===== config.mk =====
export PLATFORM = sky130hd
export DESIGN_NAME = imem_uart_loader
export DESIGN_NICKNAME = d
export VERILOG_FILES = /design/src/rtl/imem_uart_loader_pkg.sv /design/src/rtl/imem_uart_loader_rx.sv /design/src/rtl/imem_uart_loader.sv
export SDC_FILE = /design/constraint.sdc
export NUM_CORES = 1
export LEC_CHECK = 0
export BUFFER_PORTS_ARGS = -buffer_cell sky130_fd_sc_hd__buf_2
export CORE_MARGIN = 5
export CORE_UTILIZATION = 55
export CTS_BUF_LIST = sky130_fd_sc_hd__clkbuf_8
export DETAILED_ROUTE_END_ITERATION = 16
export GPL_TIMING_DRIVEN = 1
export PLACE_DENSITY = 0.84
export SLEW_MARGIN = 40
export SYNTH_ARGS = -nofsm -noshare
export SYNTH_HDL_FRONTEND = slang
export SYNTH_SLANG_ARGS = --single-unit

===== constraint.sdc =====
create_clock -name clk -period 2.9 [get_ports clk]
set_input_delay 0 -clock clk [delete_from_list [all_inputs] [get_ports clk]]
set_output_delay 0 -clock clk [all_outputs]
set_load 0.1 [all_outputs]

===== src/rtl/imem_uart_loader_pkg.sv =====
// rtl/imem_uart_loader_pkg.sv - shared types and constants for the UART instruction-memory loader
package imem_uart_loader_pkg;

  typedef enum logic [1:0] {
    ST_IDLE,
    ST_LOAD,
    ST_COMMIT
  } ld_state_e;

  typedef enum logic [1:0] {
    RX_IDLE,
    RX_START,
    RX_DATA,
    RX_STOP
  } rx_state_e;

  localparam int BAUD_DIV_DEF = 868;
  localparam int UART_BYTE_W  = 8;

endpackage


===== src/rtl/imem_uart_loader_rx.sv =====
// rtl/imem_uart_loader_rx.sv - 8N1 UART byte receiver with input synchronizer and mid-bit sampling
module uart_rx_byte
  import imem_uart_loader_pkg::*;
#(
  parameter int BAUD_DIV = BAUD_DIV_DEF
) (
  input  logic                   clk,
  input  logic                   rstn,
  input  logic                   rx,
  output logic [UART_BYTE_W-1:0] rx_tdata,
  output logic                   rx_tvalid,
  output logic                   frame_err
);

  localparam int CW = $clog2(BAUD_DIV);

  logic                   rx_m;
  logic                   rx_s;
  logic                   rx_q;
  rx_state_e              state;
  logic [CW-1:0]          cnt;
  logic [2:0]             bit_idx;
  logic [UART_BYTE_W-1:0] shreg;

  always_ff @(posedge clk or negedge rstn) begin
    if (!rstn) begin
      rx_m      <= 1'b1;
      rx_s      <= 1'b1;
      rx_q      <= 1'b1;
      state     <= RX_IDLE;
      cnt       <= '0;
      bit_idx   <= '0;
      shreg     <= '0;
      rx_tdata  <= '0;
      rx_tvalid <= 1'b0;
      frame_err <= 1'b0;
    end else begin
      rx_m      <= rx;
      rx_s      <= rx_m;
      rx_q      <= rx_s;
      rx_tvalid <= 1'b0;
      frame_err <= 1'b0;
      case (state)
        RX_IDLE: begin
          if (rx_q && !rx_s) begin
            state <= RX_START;
            cnt   <= CW'(BAUD_DIV / 2 - 1);
          end
        end
        RX_START: begin
          // A start bit that is high again at mid-bit was only a glitch.
          if (cnt != '0) begin
            cnt <= cnt - 1'b1;
          end else if (rx_s) begin
            state <= RX_IDLE;
          end else begin
            state   <= RX_DATA;
            cnt     <= CW'(BAUD_DIV - 1);
            bit_idx <= '0;
          end
        end
        RX_DATA: begin
          if (cnt != '0) begin
            cnt <= cnt - 1'b1;
          end else begin
            shreg   <= {rx_s, shreg[UART_BYTE_W-1:1]};
            cnt     <= CW'(BAUD_DIV - 1);
            bit_idx <= bit_idx + 1'b1;
            if (bit_idx == 3'd7) state <= RX_STOP;
          end
        end
        RX_STOP: begin
          if (cnt != '0) begin
            cnt <= cnt - 1'b1;
          end else begin
            state <= RX_IDLE;
            if (rx_s) begin
              rx_tvalid <= 1'b1;
              rx_tdata  <= shreg;
            end else begin
              frame_err <= 1'b1;
            end
          end
        end
        default: state <= RX_IDLE;
      endcase
    end
  end

endmodule


===== src/rtl/imem_uart_loader.sv =====
// rtl/imem_uart_loader.sv - packs UART bytes into words and writes them into instruction memory
module imem_uart_loader
  import imem_uart_loader_pkg::*;
#(
  parameter int BAUD_DIV    = BAUD_DIV_DEF,
  parameter int ADDR_W      = 5,
  parameter int TIMEOUT_CYC = 1000000
) (
  input  logic              clk,
  input  logic              rstn,
  input  logic              uart_rx_i,
  input  logic              load_en_i,
  output logic              imem_we_o,
  output logic [ADDR_W-1:0] imem_addr_o,
  output logic [31:0]       imem_wdata_o,
  output logic              cpu_rstn_o,
  output logic              busy_o,
  output logic [ADDR_W:0]   word_cnt_o,
  output logic              err_o
);

  localparam int              TW   = $clog2(TIMEOUT_CYC + 1);
  localparam logic [ADDR_W:0] WMAX = (ADDR_W + 1)'(2 ** ADDR_W);

  logic [UART_BYTE_W-1:0] rx_tdata;
  logic                   rx_tvalid;
  logic                   frame_err;

  logic              len_m;
  logic              len_s;
  logic              len_q;
  ld_state_e         state;
  logic [ADDR_W-1:0] addr;
  logic [1:0]        byte_idx;
  logic [31:0]       word_buf;
  logic [TW-1:0]     tcnt;
  logic              closing;

  uart_rx_byte #(
    .BAUD_DIV(BAUD_DIV)
  ) u_rx (
    .clk      (clk),
    .rstn     (rstn),
    .rx       (uart_rx_i),
    .rx_tdata (rx_tdata),
    .rx_tvalid(rx_tvalid),
    .frame_err(frame_err)
  );

  assign busy_o = (state != ST_IDLE);

  always_ff @(posedge clk or negedge rstn) begin
    if (!rstn) begin
      len_m        <= 1'b0;
      len_s        <= 1'b0;
      len_q        <= 1'b0;
      state        <= ST_IDLE;
      addr         <= '0;
      byte_idx     <= '0;
      word_buf     <= '0;
      tcnt         <= '0;
      closing      <= 1'b0;
      imem_we_o    <= 1'b0;
      imem_addr_o  <= '0;
      imem_wdata_o <= '0;
      cpu_rstn_o   <= 1'b1;
      word_cnt_o   <= '0;
      err_o        <= 1'b0;
    end else begin
      len_m      <= load_en_i;
      len_s      <= len_m;
      len_q      <= len_s;
      imem_we_o  <= 1'b0;
      cpu_rstn_o <= (state == ST_IDLE) && !len_s;
      case (state)
        ST_IDLE: begin
          if (len_s && !len_q) begin
            state      <= ST_LOAD;
            addr       <= '0;
            byte_idx   <= '0;
            word_buf   <= '0;
            tcnt       <= '0;
            closing    <= 1'b0;
            word_cnt_o <= '0;
            err_o      <= 1'b0;
          end
        end
        ST_LOAD: begin
          // Switch-off wins over any byte arriving in the same cycle.
          if (!len_s) begin
            if (byte_idx != 2'd0) begin
              state   <= ST_COMMIT;
              closing <= 1'b1;
            end else begin
              state <= ST_IDLE;
            end
          end else if (frame_err) begin
            err_o <= 1'b1;
          end else if (rx_tvalid) begin
            word_buf[{byte_idx, 3'b000} +: 8] <= rx_tdata;
            tcnt     <= '0;
            byte_idx <= byte_idx + 1'b1;
            if (byte_idx == 2'd3) state <= ST_COMMIT;
          end else if (byte_idx != 2'd0) begin
            if (tcnt == TW'(TIMEOUT_CYC - 1)) state <= ST_COMMIT;
            else tcnt <= tcnt + 1'b1;
          end
        end
        ST_COMMIT: begin
          if (word_cnt_o == WMAX) begin
            err_o <= 1'b1;
          end else begin
            imem_we_o    <= 1'b1;
            imem_addr_o  <= addr;
            imem_wdata_o <= word_buf;
            word_cnt_o   <= word_cnt_o + 1'b1;
            if (addr != {ADDR_W{1'b1}}) addr <= addr + 1'b1;
          end
          byte_idx <= '0;
          tcnt     <= '0;
          word_buf <= '0;
          closing  <= 1'b0;
          state    <= closing ? ST_IDLE : ST_LOAD;
        end
        default: state <= ST_IDLE;
      endcase
    end
  end

endmodule

Word level (Yosys, flattened, before mapping)
Cells that the tools add are included.
Widths: inputs -> output; s select.
{ "classes": {"add_sub_neg": 7, "n_eq_ne": 34, "shifts": 2, "n_mux": 68, "n_bitwise": 2, "n_reduce_logical": 27} }
{ "ops": {"columns": ["op", "n"], "rows": [
  ["$mux 32", 4],
  ["$mux 20", 6],
  ["$pmux 32 s3", 1],
  ["$pmux 20 s3", 1],
  ["$mux 10", 5],
  ["$pmux 10 s4", 1],
  ["$mux 2", 18],
  ["$bwmux 32", 1],
  ["$shift 8x7->32 const A", 1],
  ["$shiftx 8x7->32", 1],
  ["$ne 2x2->1 const B", 11],
  ["$add 20x1->20 const B", 1],
  ["$eq 20x20->1 const B", 1],
  ["$reduce_and 5->1", 4],
  ["$mux 1", 15],
  ["$mux 5", 3],
  ["$mux 6", 2],
  ["$ne 2x1->1 const B", 6],
  ["$pmux 2 s3", 2],
  ["$pmux 6 s2", 1],
  ["$reduce_and 4->1", 3],
  ["$pmux 5 s2", 1],
  ["$reduce_bool 10->1", 1],
  ["$sub 10x1->10 const B", 1],
  ["other kinds (27)", 49]
]} }
{ "totals": {"regBits": 147, "out_inout_bits": 47} }

Depth between registers and ports, before layout
Gate-level depths: netlist of run 1.
{ "depth": {"word_depth": 7, "mapped_depth": 8, "ltp_nobuf": 7} }

Modules after synthesis
A second synthesis of run 1 with hierarchy kept.
{ "unflattened": {"hier_cells": 628, "hier_area_um2": 7001.7} }
{ "modules_own_cells": {"columns": ["module", "n_inst", "cells_per_inst", "area_per_inst_um2", "seq_area_each_um2"], "rows": [
  ["imem_uart_loader", 1, 471, 5187.5, 2778.9],
  ["uart_rx_byte", 1, 157, 1814.2, 904.6]
]} }

Worst setup path after synthesis of run 1
OpenSTA, ideal clock, no wires.
{ "synth_timing": {"path_kind": "reg2reg", "from": "reg word_cnt_o[0]", "to": "reg imem_wdata_o[10]", "setup_time_ps": 125, "arrival_time_ps": 2462, "setup_slack_ps": 313, "path_stages_with_launch": 7, "n_path_buf": 2, "period_less_slack_ps": 2587, "cell_sequence": "dfrtp_1 -> inv_1 -> ha_1 -> a21boi_0 -> clkbuf_1 -> clkbuf_1 -> mux2_2"} }
{ "synth_via": {"elab_chain_cells": 3} }
{ "synth_lines": {"columns": ["element", "line_no", "rtl"], "rows": [
  ["start, declared", "imem_uart_loader.sv:18", "output logic [ADDR_W:0] word_cnt_o,"],
  ["start signal, assigned", "imem_uart_loader.sv:116", "word_cnt_o <= word_cnt_o + 1'b1;"],
  ["$eq 6x6->1", "imem_uart_loader.sv:110", "if (word_cnt_o == WMAX) begin"],
  ["$not 1->1 (no source line)", null, null],
  ["$reduce_and 2->1 (no source line)", null, null],
  ["end signal, assigned", "imem_uart_loader.sv:115", "imem_wdata_o <= word_buf;"],
  ["end, declared", "imem_uart_loader.sv:15", "output logic [31:0] imem_wdata_o,"]
]} }
Every way passes these cells.
A chain may end at the register's enable or synchronous reset.

Worst setup path in the final report of run 1
{ "layout_timing": {"from": "reg state[1]", "to": "reg word_buf[10]"} }
{ "layout_via": {"elab_chain_cells": 3, "word_cells_on_any_way": 10, "classes_between": "eq/ne (6); mux (1); reduce/logical (3)"} }
{ "layout_lines": {"columns": ["element", "line_no", "rtl"], "rows": [
  ["start, declared", "imem_uart_loader.sv:32", "ld_state_e state;"],
  ["start signal, assigned", "imem_uart_loader.sv:123", "state <= closing ? ST_IDLE : ST_LOAD;"],
  ["$eq 2x1->1 (tied with other cells)", "imem_uart_loader.sv:75", "case (state)"],
  ["$ne 2x1->1 (no source line) (tied with other cells)", null, null],
  ["$reduce_and 5->1 (no source line)", null, null],
  ["end signal, assigned by index", "imem_uart_loader.sv:100", "word_buf[{byte_idx, 3'b000} +: 8] <= rx_tdata;"],
  ["end, declared", "imem_uart_loader.sv:35", "logic [31:0] word_buf;"]
]} }
Several ways; a longest one is shown, not always the timed one.

==> results of run 1 <==
-- cell usage in the layout (no fill, tap or decap), drive strengths merged, types with 4 or more instances in the layout --
cell type and count:
nor3 10, ha 21, a21o 4, clkinv 6
or3 7, inv 25, nand2b 5, buf 55
dfrtp 143, o21ai 48, clkbuf 20, nand3 17
dfstp 4, nor2b 5, nand4 6, mux2 55
a21oi 17, a22o 17, nor4 11, xor2 5
nor2 31, nand2 83, o31ai 5, and3 8
o211ai 10, or4 5, nor4b 5, xnor2 7
-- how the worst max path moves through the flow --
stage	from	end	slack (ns)	cells past startpoint
3_3_place_gp	u_rx.cnt[5]	u_rx.rx_tdata[0]	0.74	4
5_1_grt	state[1]	word_buf[10]	0.35	7
3_5_place_dp	u_rx.cnt[5]	u_rx.rx_tdata[3]	0.63	4
2_1_floorplan	word_cnt_o[0]	imem_wdata_o[10]	0.31	6
4_1_cts	state[1]	word_buf[10]	0.55	7
6_report	state[1]	word_buf[10]	0.52	7
-- power by group through the flow --
| stage | Sequential (uW) | Combinational, uW | Clock, uW |
|---|---|---|---|
| 2_1_floorplan | 2780 | 1550 | 0 |
| 3_3_place_gp | 2450 | 2300 | 0 |
| 3_5_place_dp | 2470 | 2380 | 0 |
| 4_1_cts | 2440 | 2400 | 1540 |
| 5_1_grt | 2470 | 2660 | 1630 |
| 6_report | 2440 | 2430 | 1500 |
-- per-layer routing --
| layer | track usage | up-vias | share of wire |
|---|---|---|---|
| li1 | - | 2351 | - |
| met1 | 0.269 | 2553 | 0.44 |
| met2 | 0.335 | 152 | 0.50 |
| met3 | 0.0508 | 17 | 0.050 |
| met4 | 0.0595 | 0 | 0.012 |
| met5 | 0 | - | 0 |
-- registers in the layout, summed over array words and instances (netlist names), 3 cells and up, named ones only --
| signal | cells |
|---|---|
| u_rx.shreg | 8 |
| imem_wdata_o | 32 |
| addr | 5 |
| imem_addr_o | 5 |
| u_rx.bit_idx | 3 |
| u_rx.rx_tdata | 8 |
| u_rx.cnt | 10 |
| word_cnt_o | 6 |
| tcnt | 20 |
| word_buf | 32 |
-- synth_stat cells (all sizes together), types with 6 or more instances --
cell type | count | area [um^2]
dfrtp | 143 | 3580
buf | 7 | 50.1
a22o | 17 | 149
clkbuf | 14 | 52.6
nor4 | 11 | 87.6
and3 | 8 | 51.3
mux2 | 55 | 619
o211ai | 10 | 88.8
ha | 21 | 263
a21oi | 17 | 92.6
nand2 | 83 | 312
nor2 | 31 | 116
nor3 | 10 | 50.1
nand3 | 17 | 85.1
inv | 23 | 86.3
o21ai | 48 | 240
xnor2 | 7 | 61.3
nand4 | 6 | 37.5
or3 | 7 | 47.5
-- cell families (layout without fill, tap and decap cells) --
logic type,Yosys count,count (layout)
compound gates,130,130
xor+xnor,12,12
fa+ha+maj,21,21
buf+inv,44,112
flops,147,147
mux,57,57
simple gates,208,208
-- metrics by stage --
step                      hold WS, ns   util  power, uW
after floorplan                -0.296      -       4330
after global placement         0.0188  0.600       4750
after detailed placement       0.0197  0.600       4850
after CTS                      0.0968  0.634       6370
after global routing            0.118  0.635       6770
final                          0.0850  0.635       6370
-- layout make-up --
cell class | instances | area [um^2] | share of cell area
well taps | 168 | 210 | 0.0273
clock buffers | 20 | 275 | 0.0358
inverters | 23 | 86.3 | 0.0112
multi-input cells | 428 | 2980 | 0.388
flip-flops and latches | 147 | 3680 | 0.479
clock inverters | 11 | 104 | 0.0135
repair buffers | 58 | 349 | 0.0454
==> results.py, run 1 <==
metrics = {
    "outcome": {
        "status": "finished, final reports clean",
    },
    "synthesis": {
        "async_reset_ff_frac": 1.00,
        "synth_simple_gate_area_frac": 0.155,
        "seq_area_frac_synth": 0.539,
        "synth_top_family_by_area": "simple AND/OR/NAND/NOR gates",
        "synth_compound_area_frac": 0.130,
        "synth_flop_cell": "dfrtp_1",
        "synth_fp_nets": 644,
        "muxShareOfSynthArea": 0.0936,
        "syn_inst": 619,
        "synth_edf_count": 0,
        "synthAdderAreaFrac": 0.0385,
        "synth.ff_latch_count": 147,
        "synth.cell_area_um2": 6830,
        "synth_cell_types": 60,
        "ys_warn_count": 0,
        "synthXorXnorAreaFrac": 0.0154,
        "avgSynthCellArea_um2": 11.0,
    },
    "final_layout": {
        "nets": 700,
        "area_growth_syn_to_layout_pct": 12.5,
        "antenna_cells": 0,
        "final_area_um2": 7690,
        "fill_cells": 932,
        "instances_no_fill": 855,
        "drive_gt1_frac": 0.236,
    },
    "setup_path": {
        "crit_type": "register to register",
        "regToRegSetupSlack_ns": 0.52,
        "r2r_cells": 7,
        "crit_chain": "inv_1 -> ha_1 -> a221oi_1 -> buf_4 -> nand3_1 -> nand2_1 -> o21ai_0",
        "cp_max_fo": 16,
        "crit_slowest_cell": "nand3_1",
        "critPathLaunchType": "register",
        "slowest_delay_ns": 0.42,
        "critPathRequiredTime_ns": 3.18,
        "path_delay_family": "simple AND/OR/NAND/NOR gates",
        "r2r_start": "state[1]",
        "critPathArrivalTime_ns": 2.67,
        "cp.buffers_inverters": 2,
        "r2r-end": "word_buf[10]",
        "crit_path_end_kind": "register",
    },
    "grt": {
        "gr-total-overflow": 0,
        "antenna_found_initial": 0,
        "grt_pass1_vias": 5042,
        "grt_first_pass_wirelength_mm": 24.3,
        "grt.total_usage": 0.204,
        "grt_max_degree": 86,
    },
    "route": {
        "post-route-drc-count": 0,
        "viasPerCell": 5.93,
        "wirelength_mm": 14.2,
        "postRouteAntennaNets": 0,
        "vias": 5073,
        "drt_iter0_markers": 314,
        "first_pass_iters": 5,
        "wl_per_cell_um": 16.6,
    },
    "clock_network": {
        "clk_path_buf_depth": 2,
        "numClockSinks": 147,
        "cts_tree": "built",
        "cts_resized": 0,
        "h-tree-depth": 4,
        "clkLatencyLatePin_ns": 0.45,
        "cts_setup_buffers": 0,
        "cts.reportedPaths.clkPinSlew_ns": 0.08,
        "hold_buffers": 3,
        "cts_buffers": 17,
        "cts-root-buf": "clkbuf_8",
    },
    "floorplan": {
        "rows": 40,
        "io_pins": 51,
        "fp.coreArea_um2": 12100,
        "fp.dieW_um": 121,
        "die-area_um2": 14700,
        "initial_core_util": 0.564,
        "die_h_um": 121,
    },
    "timing": {
        "fmax_mhz": 420,
        "finalSetupViolCount": 0,
        "slew_viol_final": 0,
        "clock_skew_ns": 0.0107,
        "period_share": 0.821,
        "hold_viol": 0,
        "tns_ns": 0,
        "worst_slack_ns": 0.519,
        "worst_pin_slew_ns": 0.709,
        "slew_headroom": 0.523,
        "fin_crit_ns": 2.38,
        "rsz0062_at_grt": "no",
    },
    "power": {
        "pwr-share-clk": 0.236,
        "p_int_uw": 3700,
        "power_density_nw_per_um2": 829,
        "power_frac_comb": 0.381,
        "vdd_drop_max_uv": 670,
        "netSwitchingPower_uw": 2680,
        "p_sw_frac": 0.420,
        "p_leak_uw": 0.00367,
        "seq_power_share": 0.383,
    },
    "placement": {
        "place_ws_ns": 0.629,
        "globalplace.congestion": 0.942,
        "hpwl_mm": 9.86,
        "dp.cells": 821,
        "port_buffers": 50,
        "post_dp_cell_area_um2": 7270,
    },
    "hold_path": {
        "hold_class": "primary input to async pin",
    },
    "job": {
        "maxCapViolations": 0,
    },
}
(Power assumes the default switching activity.)
==> inputs of run 2 (changes only) <==
Settings changed: PLACE_DENSITY 0.84 to 0.87.
Clock period 2.9 ns to 2.1 ns, I/O delays scaled along.
==> results.py, run 2 (synthesis gave the netlist of run 1 again) <==
metrics = {
    "outcome": {
        "status": "finished, final reports clean",
    },
    "floorplan": {
        "die-area_um2": 14700,
        "initial_core_util": 0.564,
        "rows": 40,
        "io_pins": 51,
        "fp.coreArea_um2": 12100,
        "die_h_um": 121,
        "fp.dieW_um": 121,
    },
    "setup_path": {
        "slowest_delay_ns": 0.44,
        "r2r_cells": 7,
        "path_delay_family": "compound AO/OA/AOI/OAI gates",
        "crit_chain": "inv_2 -> ha_2 -> a221oi_2 -> buf_4 -> o211ai_4 -> or4_1 -> a21oi_2",
        "r2r_start": "state[1]",
        "path_depth": 7,
        "crit_type": "register to register",
        "crit_path_end_kind": "register",
        "critPathRequiredTime_ns": 2.49,
        "regToRegSetupSlack_ns": 0.07,
        "critPathLaunchType": "register",
        "crit_slowest_cell": "or4_1",
        "critPathArrivalTime_ns": 2.42,
        "cp_max_fo": 8,
        "cp.buffers_inverters": 2,
        "r2r-end": "tcnt[8]",
    },
    "clock_network": {
        "cts.reportedPaths.clkPinSlew_ns": 0.08,
        "cts_tree": "built",
        "clkLatencyLatePin_ns": 0.47,
        "cts_buffers": 17,
        "h-tree-depth": 4,
        "cts-root-buf": "clkbuf_8",
        "clk_path_buf_depth": 2,
        "numClockSinks": 147,
    },
    "route": {
        "drt_iter0_markers": 535,
        "viasPerCell": 6.01,
        "wirelength_mm": 15.8,
        "post-route-drc-count": 0,
        "postRouteAntennaNets": 0,
        "first_pass_iters": 6,
        "vias": 5347,
        "wl_per_cell_um": 17.8,
    },
    "timing": {
        "hold_viol": 0,
        "worst_pin_slew_ns": 0.616,
        "slew_headroom": 0.589,
        "fin_crit_ns": 2.03,
        "worst_slack_ns": 0.0718,
        "period_share": 0.966,
        "finalSetupViolCount": 0,
        "slew_viol_final": 0,
        "rsz0062_at_grt": "yes",
        "tns_ns": 0,
        "clock_skew_ns": 0.0140,
        "fmax_mhz": 493,
    },
    "placement": {
        "hpwl_mm": 10.9,
        "port_buffers": 50,
        "globalplace.congestion": 0.935,
        "place_ws_ns": 0.0113,
    },
    "power": {
        "p_int_uw": 5750,
        "power_density_nw_per_um2": 1200,
        "vdd_drop_max_uv": 987,
        "netSwitchingPower_uw": 3920,
        "seq_power_share": 0.352,
        "power_frac_comb": 0.407,
        "p_sw_frac": 0.405,
        "pwr-share-clk": 0.242,
        "p_leak_uw": 0.00387,
    },
    "grt": {
        "antenna_found_initial": 0,
        "grt_max_degree": 65,
        "grt_use_met2": 0.386,
        "gr-total-overflow": 0,
        "met1_usage": 0.283,
        "grt_pass1_vias": 5422,
        "grt_most_used_layer": "met2",
        "use_met3": 0.0559,
        "grt.total_usage": 0.227,
        "grt_first_pass_wirelength_mm": 26.8,
    },
    "final_layout": {
        "top_regs": "imem_wdata_o: 32 flops, word_buf: 32 flops, tcnt: 20 flops",
        "area_growth_syn_to_layout_pct": 18.4,
        "antenna_cells": 0,
        "drive_gt1_frac": 0.297,
        "nets": 733,
        "final_cell_mix": "dfrtp_1 (136), nand2_1 (83), mux2_2 (55)",
        "final_common_cell": "dfrtp_1",
    },
    "job": {
        "maxCapViolations": 0,
    },
    "hold_path": {
        "hold_class": "primary input to async pin",
    },
}
[run 2: changes by cell type in the layout (fill, tap and decap cells not counted), sizes merged]
cell,before,now
clkinvlp,2,3
clkinv,6,3
clkdlybuf4s15,0,1
bufinv,1,4
buf,55,87
clkbuf,20,18
inv,25,27
[run 2: how the worst max path moves through the flow]
stage                   from                to  slack (ns)
2_1_floorplan  word_cnt_o[0]  imem_wdata_o[10]       -0.09
3_3_place_gp     u_rx.cnt[0]       u_rx.cnt[2]        0.12
3_5_place_dp     u_rx.cnt[0]       u_rx.cnt[3]        0.01
4_1_cts             state[1]       word_buf[2]       0.002
5_1_grt             tcnt[12]           tcnt[4]       -0.02
6_report            state[1]           tcnt[8]        0.07
[run 2: worst register-to-register path, stage by stage (launching register included)]
cell	delay, ns
dfrtp_1	0.41
inv_2	0.08
ha_2	0.22
a221oi_2	0.31
buf_4	0.23
o211ai_4	0.11
or4_1	0.44
a21oi_2	0.16
[run 2: cell type report]
type	count	area, um^2
fill	885	4030
sequential	147	3700
multi-input combinational	428	3050
timing repair buffer	91	617
clock buffer	18	248
tap	168	210
clock inverter	14	174
inverter	23	90.1
[run 2: power groups by stage]
stage | Sequential (uW) | Combinational, uW | Clock, uW
global placement | 3400 | 3520 | 0
finish | 3400 | 3930 | 2340
floorplan | 3860 | 2190 | 0
global route | 3440 | 4240 | 2490
detailed placement | 3430 | 3690 | 0
CTS | 3380 | 3750 | 2360
[run 2: layer usage]
metal,part of all wire,vias to the layer above,wire length (um)
met5,0,-,0
met4,0.020,0,320
met2,0.51,220,8100
li1,-,2426,-
met3,0.058,44,917
met1,0.41,2657,6490
[run 2: through the flow]
step / area, um^2 / cells / utilization / total power [uW] / hold WS (ns)
4_1_cts: 8010 / 887 / 0.661 / 9490 / 0.109
3_5_place_dp: 7550 / 852 / 0.623 / 7120 / 0.0334
5_1_grt: 8080 / 889 / 0.667 / 10200 / 0.150
3_3_place_gp: 7550 / 852 / 0.623 / 6920 / 0.0238
6_report: 8080 / 889 / 0.667 / 9670 / 0.103
2_1_floorplan: 6870 / 619 / - / 6060 / -0.296
[run 2: timing repair]
| item | CTS | global route |
|---|---|---|
| endpoints found under the hold margin | 63 | 0 |
| endpoints found under the setup margin | 4 | 55 |
| buffers inserted | 0 | 1 |
| hold buffers | 3 | 0 |
| cloned | 0 | 1 |
| resized for setup | 4 | 13 |
==> inputs of run 3 (changes only) <==
Settings changed: HOLD_SLACK_MARGIN set to 0.15.
==> results.py, run 3 (synthesis gave the netlist of run 1 again) <==
metrics = {
    "clock_network": {
        "cts_buffers": 17,
        "clkLatencyLatePin_ns": 0.47,
        "cts_tree": "built",
        "h-tree-depth": 4,
        "numClockSinks": 147,
        "cts.reportedPaths.clkPinSlew_ns": 0.08,
        "cts-root-buf": "clkbuf_8",
        "clk_path_buf_depth": 2,
    },
    "final_layout": {
        "final_common_cell": "dfrtp_1",
        "final_cell_mix": "dfrtp_1 (136), nand2_1 (83), mux2_2 (55)",
        "fill_cells": 884,
        "top_regs": "imem_wdata_o: 32 flops, word_buf: 32 flops, tcnt: 20 flops",
        "instances_no_fill": 890,
        "final_area_um2": 8090,
        "antenna_cells": 0,
        "final_core_util": 0.668,
        "drive_gt1_frac": 0.296,
        "area_growth_syn_to_layout_pct": 18.5,
        "nets": 734,
    },
    "placement": {
        "hpwl_mm": 10.9,
        "globalplace.congestion": 0.935,
        "dp.cells": 852,
        "port_buffers": 50,
        "post_dp_cell_area_um2": 7550,
    },
    "route": {
        "post-route-drc-count": 0,
        "first_pass_iters": 8,
        "vias": 5347,
        "drt_iter0_markers": 497,
        "wirelength_mm": 15.9,
        "wl_per_cell_um": 17.8,
        "viasPerCell": 6.01,
        "postRouteAntennaNets": 0,
    },
    "timing": {
        "fin_crit_ns": 2.04,
        "rsz0062_at_grt": "yes",
        "hold_viol": 0,
        "fmax_mhz": 491,
        "slew_viol_final": 0,
        "clock_skew_ns": 0.0126,
        "period_share": 0.970,
        "slew_headroom": 0.590,
        "finalSetupViolCount": 0,
        "worst_pin_slew_ns": 0.615,
        "hold_ws_ns": 0.181,
    },
    "grt": {
        "grt_max_degree": 65,
        "grt.total_usage": 0.227,
        "grt_first_pass_wirelength_mm": 26.8,
        "antenna_found_initial": 0,
        "gr-total-overflow": 0,
        "grt_pass1_vias": 5422,
    },
    "outcome": {
        "status": "finished, final reports clean",
    },
    "setup_path": {
        "critPathArrivalTime_ns": 2.43,
        "cp_max_fo": 8,
        "regToRegSetupSlack_ns": 0.06,
        "critPathRequiredTime_ns": 2.49,
        "r2r_start": "state[1]",
        "critPathLaunchType": "register",
        "crit_path_end_kind": "register",
        "crit_type": "register to register",
        "startpoint": "state[1]",
    },
    "hold_path": {
        "hold_class": "primary input to register",
        "min_from": "load_en_i",
    },
    "power": {
        "netSwitchingPower_uw": 3920,
        "power_density_nw_per_um2": 1200,
        "pwr-share-clk": 0.242,
        "power_frac_comb": 0.407,
        "p_sw_frac": 0.406,
        "vdd_drop_max_uv": 990,
        "p_int_uw": 5750,
        "seq_power_share": 0.352,
        "p_leak_uw": 0.00388,
    },
    "job": {
        "maxCapViolations": 0,
    },
    "floorplan": {
        "fp.dieW_um": 121,
        "die_h_um": 121,
        "fp.coreArea_um2": 12100,
        "initial_core_util": 0.564,
        "die-area_um2": 14700,
        "rows": 40,
        "io_pins": 51,
    },
}
==> run 3: power by group through the flow <==
stage | clock (uW) | combinational [uW] | sequential, uW
6_report | 2340 | 3940 | 3400
3_5_place_dp | 0 | 3690 | 3430
4_1_cts | 2360 | 3760 | 3380
5_1_grt | 2490 | 4240 | 3440
3_3_place_gp | 0 | 3520 | 3400
2_1_floorplan | 0 | 2190 | 3860
==> run 3: layout make-up <==
class                      count  area, um^2  area share
inverter                      23        90.1      0.0111
clock inverter                14         174      0.0215
timing repair buffer          92         627      0.0774
clock buffer                  18         248      0.0306
multi-input combinational    428        3050       0.377
tap                          168         210      0.0260
sequential                   147        3700       0.457
==> run 3: metal layers <==
metal | global-route usage | up-vias | share of wire
li1 | - | 2421 | -
met1 | 0.283 | 2661 | 0.41
met2 | 0.386 | 217 | 0.51
met3 | 0.0559 | 48 | 0.062
met4 | 0.0784 | 0 | 0.020
met5 | 0 | - | 0
==> run 3: final timing paths <==
kind	endpoint	depth (start not counted)
max	tcnt[8]	7
min	len_m	2
max reg2reg	tcnt[8]	7
min reg2reg	len_s	0
max in group asynchronous	u_rx.rx_q	4
min in group asynchronous	tcnt[3]	3
==> run 3: critical path, cell delays in order, from the launching register on <==
cell and delay, ns:
dfrtp_1 0.40, inv_2 0.08, ha_2 0.21, a221oi_2 0.32, buf_4 0.24, o211ai_4 0.11, or4_1 0.44, a21oi_2 0.16
==> run 3: what timing repair did <==
| item | 4_1_cts | 5_1_grt |
|---|---|---|
| hold buffers | 4 | 0 |
| gates cloned | 0 | 1 |
| hold endpoints to repair | 146 | 0 |
| setup endpoints to repair | 4 | 55 |
| gates resized for setup | 4 | 13 |
| setup buffers | 0 | 1 |
==> run 3: stage by stage <==
stage	setup WS (ns)	TNS [ns]	total power, uW
2_1_floorplan	-0.0919	-2.66	6060
3_3_place_gp	0.120	0	6920
3_5_place_dp	0.0113	0	7120
4_1_cts	0.00176	0	9490
5_1_grt	-0.0165	-0.0401	10200
6_report	0.0638	0	9670
